File: src/rtl/hyp_scale_pipe.sv
// Purpose : scales a signed sample by sinh(0.5) and cosh(0.5) using shift-add networks; optional exp(0.5) output.
// Latency : 3 cycles from input transfer to oValid. One sample per cycle while oReady is high.
// Backpr. : each stage loads when it is empty or its successor loads. oReady low stalls the pipe and holds the outputs.
//           iReady falls once all three stages are full.
//
// Ports   : iClk/iRst (async, active-high), iValid/iReady/iData/iTag in, oValid/oReady/sinhOut/coshOut/oTag out.
// Option  : define HYPCORD_EXP_EN to add expOut = sat(sinh + cosh), summed before saturation.
module hyp_scale_pipe #(
    parameter int DWIDTH    = 16,   // matches hyperCord_pkg::IDWIDTH
    parameter int TAG_WIDTH = 4
) (
    input  logic                     iClk,
    input  logic                     iRst,
    input  logic                     iValid,
    output logic                     iReady,
    input  logic signed [DWIDTH-1:0] iData,
    input  logic [TAG_WIDTH-1:0]     iTag,
    output logic                     oValid,
    input  logic                     oReady,
    output logic signed [DWIDTH-1:0] sinhOut,
    output logic signed [DWIDTH-1:0] coshOut,
`ifdef HYPCORD_EXP_EN
    output logic signed [DWIDTH-1:0] expOut,
`endif
    output logic [TAG_WIDTH-1:0]     oTag
);

    // Two guard bits. They cover the cosh gain (~1.13), the intermediate c (~1.34)
    // and sinh+cosh (~1.65) with no internal wrap.
    localparam int IW = DWIDTH + 2;
    typedef logic signed [IW-1:0] iw_t;

    // Clamp to the signed DWIDTH range. The value is in range when the top 3 bits
    // agree, i.e. the guard bits are copies of the result sign.
    function automatic logic signed [DWIDTH-1:0] sat(input iw_t v);
        logic [2:0] top;
        top = v[IW-1:DWIDTH-1];
        if (top == 3'b000 || top == 3'b111)
            return v[DWIDTH-1:0];
        else if (v[IW-1])
            return {1'b1, {(DWIDTH-1){1'b0}}};
        else
            return {1'b0, {(DWIDTH-1){1'b1}}};
    endfunction

    // Handshake: a stage loads when it is empty or the stage after it loads.
    logic v1, v2, v3;
    logic en1, en2, en3;

    assign en3    = !v3 || oReady;
    assign en2    = !v2 || en3;
    assign en1    = !v1 || en2;
    assign iReady = en1;
    assign oValid = v3;

    // Stage 1: start the sinh term a. Start the first half of the cosh sum.
    iw_t x_ext, a_c, ch1_c;
    assign x_ext = {{2{iData[DWIDTH-1]}}, iData};
    assign a_c   = x_ext + (x_ext >>> 2);
    assign ch1_c = x_ext + (x_ext >>> 3) + (x_ext >>> 9);

    iw_t                  s1_x, s1_a, s1_ch;
    logic [TAG_WIDTH-1:0] s1_tag;

    // Stage 2: finish sinh up to d. Finish the cosh sum.
    iw_t b_c, c_c, d_c, ch2_c;
    assign b_c   = (s1_a >>> 4) + (s1_x >>> 6);
    assign c_c   = s1_a + b_c;
    assign d_c   = (c_c >>> 5) + s1_x;
    assign ch2_c = s1_ch + (s1_x >>> 11) + (s1_x >>> 13) + (s1_x >>> 14);

    iw_t                  s2_d, s2_ch;
    logic [TAG_WIDTH-1:0] s2_tag;

    // Stage 3: final halving of sinh, then saturation into the output registers.
    iw_t sh_c;
    assign sh_c = s2_d >>> 1;
`ifdef HYPCORD_EXP_EN
    iw_t ex_c;
    assign ex_c = sh_c + s2_ch;
`endif

    // Data registers need no reset. The valid bits say when their contents are meaningful.
    always_ff @(posedge iClk) begin
        if (en1 && iValid) begin
            s1_x   <= x_ext;
            s1_a   <= a_c;
            s1_ch  <= ch1_c;
            s1_tag <= iTag;
        end
        if (en2 && v1) begin
            s2_d   <= d_c;
            s2_ch  <= ch2_c;
            s2_tag <= s1_tag;
        end
    end

    always_ff @(posedge iClk or posedge iRst) begin
        if (iRst) begin
            v1      <= 1'b0;
            v2      <= 1'b0;
            v3      <= 1'b0;
            sinhOut <= '0;
            coshOut <= '0;
            oTag    <= '0;
`ifdef HYPCORD_EXP_EN
            expOut  <= '0;
`endif
        end else begin
            if (en1) v1 <= iValid;
            if (en2) v2 <= v1;
            if (en3) begin
                v3 <= v2;
                // Outputs change only when a new result moves in, so a stall holds them stable.
                if (v2) begin
                    sinhOut <= sat(sh_c);
                    coshOut <= sat(s2_ch);
                    oTag    <= s2_tag;
`ifdef HYPCORD_EXP_EN
                    expOut  <= sat(ex_c);
`endif
                end
            end
        end
    end

endmodule
File: config.mk
export PLATFORM = sky130hd
export DESIGN_NAME = hyp_scale_pipe
export DESIGN_NICKNAME = d
export VERILOG_FILES = /design/src/rtl/hyp_scale_pipe.sv
export SDC_FILE = /design/constraint.sdc
export NUM_CORES = 1
export LEC_CHECK = 0
export ABC_CLOCK_PERIOD_IN_PS = 8700
export CAP_MARGIN = 0
export CORE_MARGIN = 3
export CORE_UTILIZATION = 25
export CTS_BUF_LIST = sky130_fd_sc_hd__clkbuf_2
export CTS_CLUSTER_DIAMETER = 100
export DETAILED_ROUTE_END_ITERATION = 16
export HOLD_SLACK_MARGIN = 0.02
export PLACE_DENSITY = 0.39
export SLEW_MARGIN = 20
export SYNTH_ARGS = -nofsm -noshare
export SYNTH_HDL_FRONTEND = slang
export SYNTH_SLANG_ARGS = --single-unit
export TNS_END_PERCENT = 5
File: constraint.sdc
create_clock -name iClk -period 8.7 [get_ports iClk]
set_input_delay 2.175 -clock iClk [delete_from_list [all_inputs] [get_ports iClk]]
set_output_delay 2.175 -clock iClk [all_outputs]
set_load 0.01 [all_outputs]
==> results of run 1 <==
[state kept, by name, indices dropped and copies added, names as in the netlist, 4 cells and up]
signal   flops
coshOut     16
s2_ch       18
s1_tag       4
sinhOut     16
s1_ch       18
s1_x        16
s2_d        16
oTag         4
s1_a        16
s2_tag       4
[final cells by class]
| cell class | instances | area (um2) |
|---|---|---|
| sequential | 131 | 3740 |
| clock buffer | 17 | 85.1 |
| fill | 3642 | 24400 |
| timing repair buffer | 64 | 633 |
| multi-input combinational | 593 | 4800 |
| inverter | 55 | 206 |
| antenna | 1 | 2.50 |
| tap | 455 | 569 |
| clock inverter | 15 | 169 |
[kinds of logic after synthesis]
| family | count (synthesis) |
|---|---|
| adder cells (fa/ha/maj) | 136 |
| multiplexers | 21 |
| AO/OA/AOI/OAI | 186 |
| AND/OR/NAND/NOR | 192 |
| buffers and inverters | 68 |
| flip-flops | 131 |
| XOR/XNOR | 58 |
[Yosys cell counts, types with 8 or more instances]
cell,instances
sky130_fd_sc_hd__o21ai_0,61
sky130_fd_sc_hd__mux2_2,21
sky130_fd_sc_hd__o21a_1,13
sky130_fd_sc_hd__dfrtp_1,39
sky130_fd_sc_hd__xor2_1,9
sky130_fd_sc_hd__nand2_1,65
sky130_fd_sc_hd__nor2_1,64
sky130_fd_sc_hd__ha_1,104
sky130_fd_sc_hd__xnor2_1,49
sky130_fd_sc_hd__a21oi_1,32
sky130_fd_sc_hd__inv_1,55
sky130_fd_sc_hd__edfxtp_1,92
sky130_fd_sc_hd__nor3_1,8
sky130_fd_sc_hd__nor2b_1,11
sky130_fd_sc_hd__nand2b_1,10
sky130_fd_sc_hd__clkbuf_1,10
sky130_fd_sc_hd__a21o_1,15
sky130_fd_sc_hd__fa_1,32
[through the flow]
stage / worst slack, ps / util / total power, mW / cells
after global routing: 3070 / 0.295 / 3.03 / 1331
after global placement: 3100 / 0.287 / 2.40 / 1298
after floorplan: 3850 / - / 1.95 / 792
after detailed placement: 3050 / 0.287 / 2.39 / 1298
after CTS: 3150 / 0.295 / 2.81 / 1330
final: 3160 / 0.295 / 2.75 / 1331
[critical path: stages]
cell and delay, ps:
sky130_fd_sc_hd__clkdlybuf4s50_1 410, sky130_fd_sc_hd__nor2b_1 160, sky130_fd_sc_hd__nand3_1 130, sky130_fd_sc_hd__clkdlybuf4s50_1 490
[layer usage]
metal,GRT usage,up-vias,part of all wire
met1,0.155,2704,0.53
met5,0,-,0
met4,0.0346,0,0.012
met3,0.0246,11,0.027
met2,0.157,75,0.43
li1,-,3010,-
[power by group]
| group | total, mW | leakage (nW) | internal (mW) | switching (mW) |
|---|---|---|---|---|
| combinational | 1.34 | 2.66 | 0.648 | 0.687 |
| sequential | 1.02 | 1.35 | 0.917 | 0.0992 |
| clock | 0.402 | 0.147 | 0.140 | 0.261 |
[how the worst max path moves through the flow]
stage,start,end,slack (ps),depth (start not counted)
floorplan,s1_x[15]$_DFFE_PP_,s2_d[13]$_DFFE_PP_,3850,16
global placement,iData[15],s1_ch[14]$_DFFE_PP_,3100,10
detailed placement,iData[15],s1_ch[14]$_DFFE_PP_,3050,10
CTS,oReady,iReady,3150,4
global route,oReady,iReady,3070,4
finish,oReady,iReady,3160,4
==> insert_results.sql, run 1 <==
INSERT INTO impl_metrics (metric_group, metric, value, unit) VALUES
('route', 'first_pass_iters', '4', ''),
('die', 'start_util', '0.254', ''),
('sta', 'timing.final.crit_period', '5540', 'ps'),
('global_route', 'grt_pass1_wl', '31700', 'um'),
('die', 'die-height', '193', 'um'),
('layout', 'mostFrequentLayoutCell', 'sky130_fd_sc_hd__ha_1', ''),
('sta', 'slew_viol_final', '0', ''),
('setup_path', 'end_kind', 'primary output', ''),
('synth', 'syn_inst', '792', ''),
('sta', 'fin_worst_skew', '46.1', 'ps'),
('outcome', 'status', 'finished, final reports clean', ''),
('layout', 'most-common-layout-cells', '104 x sky130_fd_sc_hd__ha_1, 92 x sky130_fd_sc_hd__edfxtp_1, 64 x sky130_fd_sc_hd__nor2_1, 64 x sky130_fd_sc_hd__nand2_1', ''),
('route', 'routedWlPerCell', '14.4', 'um'),
('layout', 'post_route_cells_drive_above_1_share', '0.0823', ''),
('sta', 'holdWs', '451', 'ps'),
('synth', 'mappedNetlistArea', '8790', 'um2'),
('layout', 'areaGrowthSynthToFinish', '16.1', '%'),
('synth', 'ys_flop_type', 'sky130_fd_sc_hd__edfxtp_1', ''),
('route', 'via_per_inst', '4.36', ''),
('sta', 'grt_setup_unrepaired', 'no', ''),
('sta', 'slew_headroom', '0.327', ''),
('worst_hold_path', 'whs_endpoint', 's2_tag[3]$_DFFE_PP_', ''),
('worst_hold_path', 'min_path_type', 'reg -> reg', ''),
('route', 'drcViolationCount', '0', ''),
('sta', 'finalHoldViolCount', '0', ''),
('synth', 'synth.lib_cells_used.distinct', '69', ''),
('sta', 'setup_tns', '0', 'ps'),
('sta', 'finalSetupViolCount', '0', ''),
('clocking', 'tritoncts_num_sinks', '131', ''),
('placement', 'standard_cell_area_after_detailed_placement', '9950', 'um2'),
('synth', 'synth_area_in_compound_gates', '0.138', ''),
('placement', 'placement.io_buffers', '61', ''),
('synth', 'synth.net_count', '952', ''),
('die', 'core_area', '34600', 'um2'),
('clocking', 'post_cts.resized_instances', '0', ''),
('synth', 'post_synth_main_area_contributors', 'sky130_fd_sc_hd__edfxtp_1 31%, sky130_fd_sc_hd__ha_1 15%, sky130_fd_sc_hd__dfrtp_1 11%', ''),
('layout', 'num-nets-final', '1022', ''),
('route', 'drtIter0Drc', '155', ''),
('clocking', 'h-tree-depth', '4', ''),
('clocking', 'cts_root_buffer', 'sky130_fd_sc_hd__clkbuf_2', ''),
('synth', 'synth_area_per_cell', '11.1', 'um2'),
('synth', 'synth_largest_area_cell', 'sky130_fd_sc_hd__edfxtp_1', ''),
('synth', 'synth.mux.area_fraction', '0.0269', ''),
('setup_path', 'worstSetupPathType', 'in -> out', ''),
('die', 'row_cnt', '68', ''),
('job', 'cap_violations', '0', ''),
('die', 'dieWidth', '193', 'um'),
('pwr', 'pwr_density_cell', '270', 'nW/um2'),
('sta', 'max_freq', '180', 'MHz'),
('global_route', 'global_route_overflow', '0', ''),
('setup_path', 'regToRegSetupSlack', '3750', 'ps'),
('setup_path', 'r2r-end', 's2_d[13]$_DFFE_PP_', ''),
('clocking', 'postCtsHoldBufs', '0', ''),
('setup_path', 'crit_required', '6530', 'ps'),
('clocking', 'clock_transition_at_the_registers_of_the_reported_paths', '200', 'ps'),
('placement', 'hpwlAfterDp', '15000', 'um'),
('synth', 'yosys_warnings', '0', ''),
('clocking', 'clk-insertion-delay-late', '760', 'ps'),
('worst_hold_path', 'min_delay_path_depth', '0', ''),
('sta', 'layout_worst_path_cycle_share', '0.637', ''),
('clocking', 'cts_tree', 'done', ''),
('clocking', 'tritoncts.num_buffers', '17', ''),
('synth', 'xor_and_xnor_area_share_after_synthesis', '0.0578', ''),
('setup_path', 'worst_reg2reg_path_depth', '16', ''),
('pwr', 'peakVddDrop', '103', 'uV'),
('pwr', 'static-leakage-power', '4.16', 'nW'),
('route', 'postRouteAntennaNets', '0', ''),
('synth', 'largest_family_of_logic_cells_by_synthesized_area', 'adder cells', ''),
('setup_path', 'worst_ep_arrival_time', '3370', 'ps'),
('global_route', 'groute.usage.overall', '0.107', ''),
('layout', 'final_cell_area', '10200', 'um2');
Note: power is estimated with default switching activity, not from simulation.
==> run 2, diff against run 1 <==
ABC_CLOCK_PERIOD_IN_PS = 4700   (was 8700)
PLACE_DENSITY = 0.4   (was 0.39)
clock period = 4.7 ns   (was 8.7 ns; I/O delays follow)
==> insert_results.sql, run 2 (same netlist as run 1, synthesis figures left out) <==
INSERT INTO impl_metrics (metric_group, metric, value, unit) VALUES
('layout', 'areaGrowthSynthToFinish', '19.2', '%'),
('sta', 'timing.final.crit_period', '4440', 'ps'),
('global_route', 'grt_pass1_vias', '6132', ''),
('route', 'wl_met2', '8520', 'um'),
('route', 'via_per_inst', '4.43', ''),
('pwr', 'p_total', '5.23', 'mW'),
('clocking', 'tritoncts.num_buffers', '17', ''),
('setup_path', 'regToRegSetupSlack', '260', 'ps'),
('route', 'routed-via-count', '6016', ''),
('pwr', 'static-leakage-power', '4.30', 'nW'),
('pwr', 'power.share.sequential', '0.360', ''),
('die', 'row_cnt', '68', ''),
('pwr', 'netSwitchingPower', '1.99', 'mW'),
('sta', 'max_freq', '225', 'MHz'),
('sta', 'fin_worst_skew', '58.0', 'ps'),
('route', 'm1WireLength', '10500', 'um'),
('die', 'dieWidth', '193', 'um'),
('global_route', 'grt_pass1_wl', '32600', 'um'),
('setup_path', 'critical_path_fanout_max', '4', ''),
('sta', 'setup_slack', '255', 'ps'),
('sta', 'setup_tns', '0', 'ps'),
('route', 'sum_of_routed_wire_length_over_all_layers', '19800', 'um'),
('layout', 'fillCellCount', '3592', ''),
('setup_path', 'worst_ep_arrival_time', '5050', 'ps'),
('route', 'first_pass_iters', '5', ''),
('setup_path', 'worst_setup_path_start_kind', 'register', ''),
('global_route', 'global_route_overflow', '0', ''),
('die', 'die-height', '193', 'um'),
('pwr', 'clkPwrFrac', '0.145', ''),
('sta', 'finalSetupViolCount', '0', ''),
('layout', 'seq_cell_area', '3740', 'um2'),
('clocking', 'clock_transition_at_the_registers_of_the_reported_paths', '250', 'ps'),
('global_route', 'grt_max_degree', '52', ''),
('placement', 'placement.io_buffers', '61', ''),
('job', 'cap_violations', '0', ''),
('route', 'highest_layer', 'met4', ''),
('sta', 'grt_setup_unrepaired', 'no', ''),
('layout', 'final_cell_area', '10500', 'um2'),
('placement', 'place_congestion', '0.766', ''),
('placement', 'standard_cell_area_after_detailed_placement', '10200', 'um2'),
('die', 'die_footprint', '37400', 'um2'),
('pwr', 'power_frac_comb', '0.496', ''),
('layout', 'post_route_cells_drive_above_1_share', '0.120', ''),
('layout', 'multiInputGateArea', '4870', 'um2'),
('sta', 'layout_worst_path_cycle_share', '0.946', ''),
('sta', 'finalHoldViolCount', '0', ''),
('sta', 'slew_viol_final', '0', ''),
('clocking', 'h-tree-depth', '4', ''),
('clocking', 'tritoncts_num_sinks', '131', ''),
('global_route', 'grt_antenna_before_repair', '1', ''),
('pwr', 'peakVddDrop', '166', 'uV'),
('layout', 'mostFrequentLayoutCell', 'sky130_fd_sc_hd__ha_1', ''),
('clocking', 'cts.path.max_buffers', '2', ''),
('die', 'core_area', '34600', 'um2'),
('placement', 'dpl_worst_slack', '133', 'ps'),
('route', 'wl_met3', '550', 'um'),
('clocking', 'postCtsHoldBufs', '0', ''),
('clocking', 'clk-insertion-delay-late', '720', 'ps'),
('worst_hold_path', 'min_path_type', 'reg -> reg', ''),
('sta', 'slew_headroom', '0.335', ''),
('layout', 'top_regs', 's1_ch x18, s2_ch x18', ''),
('outcome', 'status', 'finished, final reports clean', ''),
('pwr', 'cell_internal_pwr', '3.24', 'mW'),
('setup_path', 'worstSetupPathType', 'reg -> reg', ''),
('pwr', 'p_sw_frac', '0.381', ''),
('route', 'drcViolationCount', '0', ''),
('route', 'drtIter0Drc', '247', ''),
('die', 'top_level_ports', '62', ''),
('setup_path', 'end_kind', 'register', ''),
('placement', 'hpwlAfterDp', '15600', 'um'),
('pwr', 'pwr_density_cell', '500', 'nW/um2'),
('route', 'routedWlPerCell', '14.6', 'um'),
('layout', 'num-nets-final', '1049', ''),
('clocking', 'cts_tree', 'done', ''),
('layout', 'most-common-layout-cells', '100 x sky130_fd_sc_hd__ha_1, 92 x sky130_fd_sc_hd__edfxtp_1, 64 x sky130_fd_sc_hd__nand2_1', ''),
('route', 'postRouteAntennaNets', '0', ''),
('global_route', 'groute.usage.overall', '0.107', ''),
('sta', 'worst-slew-pin-transition', '994', 'ps'),
('setup_path', 'crit_required', '5300', 'ps'),
('die', 'start_util', '0.254', ''),
('layout', 'final_core_util', '0.303', ''),
('clocking', 'cts_root_buffer', 'sky130_fd_sc_hd__clkbuf_2', '');
run 2: cell types whose count changed in the layout (fill, tap and decap cells not counted), sizes merged:
cell,delta
buf,+27
clkinv,+1
clkinvlp,-2
inv,+1
run 2: final cells by class:
class	count	share of cell area
Timing Repair Buffer	91	0.0798
Antenna cell	1	0.000239
Clock buffer	17	0.00812
Clock inverter	15	0.0159
Multi-Input combinational cell	593	0.465
Tap cell	455	0.0543
Inverter	55	0.0197
Sequential cell	131	0.357
run 2: per-layer routing:
metal	global-route usage	vias up
met1	0.157	2853
met2	0.164	91
met5	0	-
li1	-	3061
met3	0.0216	11
met4	0.0230	0
run 2: worst paths after layout:
check	from	endpoint	cells past startpoint
min in group asynchronous	iRst	v1$_DFFE_PP0N_	3
hold / removal	s1_tag[1]$_DFFE_PP_	s2_tag[1]$_DFFE_PP_	0
setup reg to reg	s1_x[13]$_DFFE_PP_	s2_d[13]$_DFFE_PP_	16
hold reg to reg	s1_tag[1]$_DFFE_PP_	s2_tag[1]$_DFFE_PP_	0
max in group asynchronous	iRst	sinhOut[3]$_DFFE_PP0P_	3
setup / recovery	s1_x[13]$_DFFE_PP_	s2_d[13]$_DFFE_PP_	16
run 2: power by group through the flow:
| stage | clock network [mW] | logic [mW] | registers (mW) |
|---|---|---|---|
| floorplan | 0 | 1.72 | 1.91 |
| global placement | 0 | 2.59 | 1.92 |
| detailed placement | 0 | 2.58 | 1.92 |
| CTS | 0.797 | 2.60 | 1.89 |
| global route | 0.848 | 2.96 | 1.93 |
| finish | 0.757 | 2.59 | 1.88 |
run 2: per-stage QoR:
step                      hold WS, ps  cells
after floorplan                   400    792
after global placement            404   1321
after detailed placement          408   1321
after CTS                         459   1353
after global routing              461   1358
final                             450   1358
run 2: critical path, stage by stage, from the launching register on:
cell	delay (ps)
sky130_fd_sc_hd__edfxtp_1	470
sky130_fd_sc_hd__fa_1	610
sky130_fd_sc_hd__ha_4	230
sky130_fd_sc_hd__and3_4	180
sky130_fd_sc_hd__a221o_1	320
sky130_fd_sc_hd__a221o_2	390
sky130_fd_sc_hd__and2_4	180
sky130_fd_sc_hd__a211oi_2	210
sky130_fd_sc_hd__nor2_1	80
sky130_fd_sc_hd__ha_1	310
sky130_fd_sc_hd__a21o_1	180
sky130_fd_sc_hd__a21o_1	180
sky130_fd_sc_hd__a21oi_2	140
sky130_fd_sc_hd__nor3b_2	200
sky130_fd_sc_hd__a22oi_2	110
sky130_fd_sc_hd__or4b_1	470
sky130_fd_sc_hd__nand4b_1	100
run 2: what timing repair did:
item / CTS / global route
endpoints found under the setup margin: 0 / 1
resized for setup: 0 / 4
setup buffers: 0 / 4
==> run 3, diff against run 2 <==
CTS_CLUSTER_SIZE = 24   (was not set)
RECOVER_POWER = 50   (was not set)
==> insert_results.sql, run 3 (same netlist as run 1, synthesis figures left out) <==
INSERT INTO impl_metrics (metric_group, metric, value, unit) VALUES
('pwr', 'p_total', '5.23', 'mW'),
('worst_hold_path', 'whs_endpoint', 's2_tag[1]$_DFFE_PP_', ''),
('placement', 'place_congestion', '0.766', ''),
('sta', 'max_freq', '225', 'MHz'),
('layout', 'areaGrowthSynthToFinish', '18.8', '%'),
('route', 'first_pass_iters', '6', ''),
('placement', 'hpwlAfterDp', '15600', 'um'),
('layout', 'post_route_cells_drive_above_1_share', '0.108', ''),
('route', 'routedWlPerCell', '14.6', 'um'),
('setup_path', 'worstSetupPathType', 'reg -> reg', ''),
('die', 'die-height', '193', 'um'),
('global_route', 'grt_pass1_vias', '6132', ''),
('route', 'postRouteAntennaNets', '0', ''),
('route', 'sum_of_routed_wire_length_over_all_layers', '19800', 'um'),
('sta', 'slew_headroom', '-0.712', ''),
('layout', 'mostFrequentLayoutCell', 'sky130_fd_sc_hd__ha_1', ''),
('sta', 'setup_slack', '253', 'ps'),
('setup_path', 'critical_path_fanout_max', '4', ''),
('sta', 'worst-slew-pin-transition', '2570', 'ps'),
('die', 'top_level_ports', '62', ''),
('clocking', 'postCtsHoldBufs', '0', ''),
('global_route', 'groute.usage.overall', '0.107', ''),
('global_route', 'grt_pass1_wl', '32600', 'um'),
('layout', 'most-common-layout-cells', '100 x sky130_fd_sc_hd__ha_1, 92 x sky130_fd_sc_hd__edfxtp_1, 65 x sky130_fd_sc_hd__nand2_1', ''),
('die', 'start_util', '0.254', ''),
('clocking', 'tritoncts_num_sinks', '131', ''),
('sta', 'finalHoldViolCount', '0', ''),
('sta', 'setup_tns', '0', 'ps'),
('pwr', 'static-leakage-power', '4.28', 'nW'),
('sta', 'timing.final.crit_period', '4450', 'ps'),
('die', 'dieWidth', '193', 'um'),
('sta', 'grt_setup_unrepaired', 'no', ''),
('global_route', 'grt_max_degree', '52', ''),
('sta', 'layout_worst_path_cycle_share', '0.946', ''),
('sta', 'finalSetupViolCount', '0', ''),
('sta', 'slew_viol_final', '165', ''),
('worst_hold_path', 'min_path_type', 'reg -> reg', ''),
('clocking', 'clock_transition_at_the_registers_of_the_reported_paths', '250', 'ps'),
('sta', 'holdWs', '454', 'ps'),
('clocking', 'cts_root_buffer', 'sky130_fd_sc_hd__clkbuf_2', ''),
('route', 'routed-via-count', '6032', ''),
('setup_path', 'worst_setup_path_start_kind', 'register', ''),
('route', 'drcViolationCount', '0', ''),
('global_route', 'grt_antenna_before_repair', '1', ''),
('layout', 'top_regs', 's1_ch x18, s2_ch x18', ''),
('global_route', 'global_route_overflow', '0', ''),
('outcome', 'status', 'finished with violations', ''),
('clocking', 'clk-insertion-delay-late', '720', 'ps'),
('setup_path', 'regToRegSetupSlack', '250', 'ps'),
('setup_path', 'worst_ep_arrival_time', '5040', 'ps'),
('sta', 'fin_worst_skew', '55.9', 'ps'),
('pwr', 'peakVddDrop', '166', 'uV'),
('route', 'via_per_inst', '4.44', ''),
('route', 'drtIter0Drc', '236', ''),
('clocking', 'cts_tree', 'done', ''),
('die', 'die_footprint', '37400', 'um2'),
('setup_path', 'startpoint', 's1_x[13]$_DFFE_PP_', ''),
('job', 'cap_violations', '4', ''),
('die', 'row_cnt', '68', ''),
('setup_path', 'crit_required', '5300', 'ps'),
('worst_hold_path', 'worstHoldStart', 's1_tag[1]$_DFFE_PP_', ''),
('setup_path', 'worst_reg2reg_path_depth', '16', ''),
('die', 'core_area', '34600', 'um2'),
('worst_hold_path', 'min_delay_path_depth', '0', ''),
('outcome', 'failing_checks', 'capacitance limit, slew limit', ''),
('setup_path', 'r2r-start', 's1_x[13]$_DFFE_PP_', ''),
('clocking', 'h-tree-depth', '4', ''),
('placement', 'placement.io_buffers', '61', ''),
('clocking', 'tritoncts.num_buffers', '17', ''),
('placement', 'dpl_worst_slack', '133', 'ps'),
('pwr', 'pwr_density_cell', '501', 'nW/um2'),
('setup_path', 'r2r-end', 's2_d[13]$_DFFE_PP_', ''),
('layout', 'num-nets-final', '1049', ''),
('setup_path', 'end_kind', 'register', ''),
('clocking', 'cts.path.max_buffers', '2', '');
[run 3: changes by cell type in the layout (fill, tap and decap cells not counted), moves of 2 or more]
cell                              previous run  this run
sky130_fd_sc_hd__and2_2                      2         0
sky130_fd_sc_hd__dlygate4sd3_1               0        18
sky130_fd_sc_hd__clkbuf_1                    0         8
sky130_fd_sc_hd__clkdlybuf4s50_1            61        43
sky130_fd_sc_hd__buf_4                      30        22
sky130_fd_sc_hd__and2_0                      0         2
[run 3: critical path, cell delays in order (launching register included)]
cell	delay, ps
sky130_fd_sc_hd__edfxtp_1	470
sky130_fd_sc_hd__fa_1	610
sky130_fd_sc_hd__ha_4	230
sky130_fd_sc_hd__and3_4	180
sky130_fd_sc_hd__a221o_1	320
sky130_fd_sc_hd__a221o_2	390
sky130_fd_sc_hd__and2_4	180
sky130_fd_sc_hd__a211oi_2	210
sky130_fd_sc_hd__nor2_1	80
sky130_fd_sc_hd__ha_1	310
sky130_fd_sc_hd__a21o_1	180
sky130_fd_sc_hd__a21o_1	180
sky130_fd_sc_hd__a21oi_2	140
sky130_fd_sc_hd__nor3b_2	200
sky130_fd_sc_hd__a22oi_2	110
sky130_fd_sc_hd__or4b_1	470
sky130_fd_sc_hd__nand4b_1	100
[run 3: where the power goes]
| part | switching (mW) | internal (mW) | total [mW] |
|---|---|---|---|
| Sequential | 0.184 | 1.70 | 1.88 |
| Clock | 0.491 | 0.262 | 0.753 |
| Combinational | 1.31 | 1.28 | 2.59 |
[run 3: area by class of cell]
class,count,area (um2)
Tap cell,455,569
Clock inverter,15,166
Sequential cell,131,3740
Fill cell,3598,24200
Multi-Input combinational cell,593,4870
Timing Repair Buffer,91,806
Clock buffer,17,85.1
Antenna cell,1,2.50
Inverter,55,206
[run 3: repair_timing]
item / CTS / global route
gates resized for setup: 0 / 4
endpoints found under the setup margin: 0 / 1
setup buffers: 0 / 4
[run 3: stage by stage]
| stage | util | instances | cell area (um2) |
|---|---|---|---|
| after floorplan | - | 792 | 8820 |
| after global placement | 0.293 | 1321 | 10200 |
| after detailed placement | 0.293 | 1321 | 10200 |
| after CTS | 0.300 | 1353 | 10400 |
| after global routing | 0.301 | 1358 | 10400 |
| final | 0.301 | 1358 | 10400 |
[run 3: how the worst max path moves through the flow]
stage	endpoint	slack (ps)
after floorplan	s2_d[13]$_DFFE_PP_	1
after global placement	s1_ch[17]$_DFFE_PP_	150
after detailed placement	s1_ch[17]$_DFFE_PP_	130
after CTS	s2_d[13]$_DFFE_PP_	140
after global routing	s2_d[13]$_DFFE_PP_	8
final	s2_d[13]$_DFFE_PP_	250
[run 3: metal layers]
| layer | vias up | share of wire | global-route usage | routed length, um |
|---|---|---|---|---|
| li1 | 3058 | - | - | - |
| met1 | 2862 | 0.53 | 0.157 | 10500 |
| met2 | 98 | 0.43 | 0.164 | 8550 |
| met3 | 14 | 0.028 | 0.0216 | 547 |
| met4 | 0 | 0.0094 | 0.0230 | 187 |
| met5 | - | 0 | 0 | 0 |
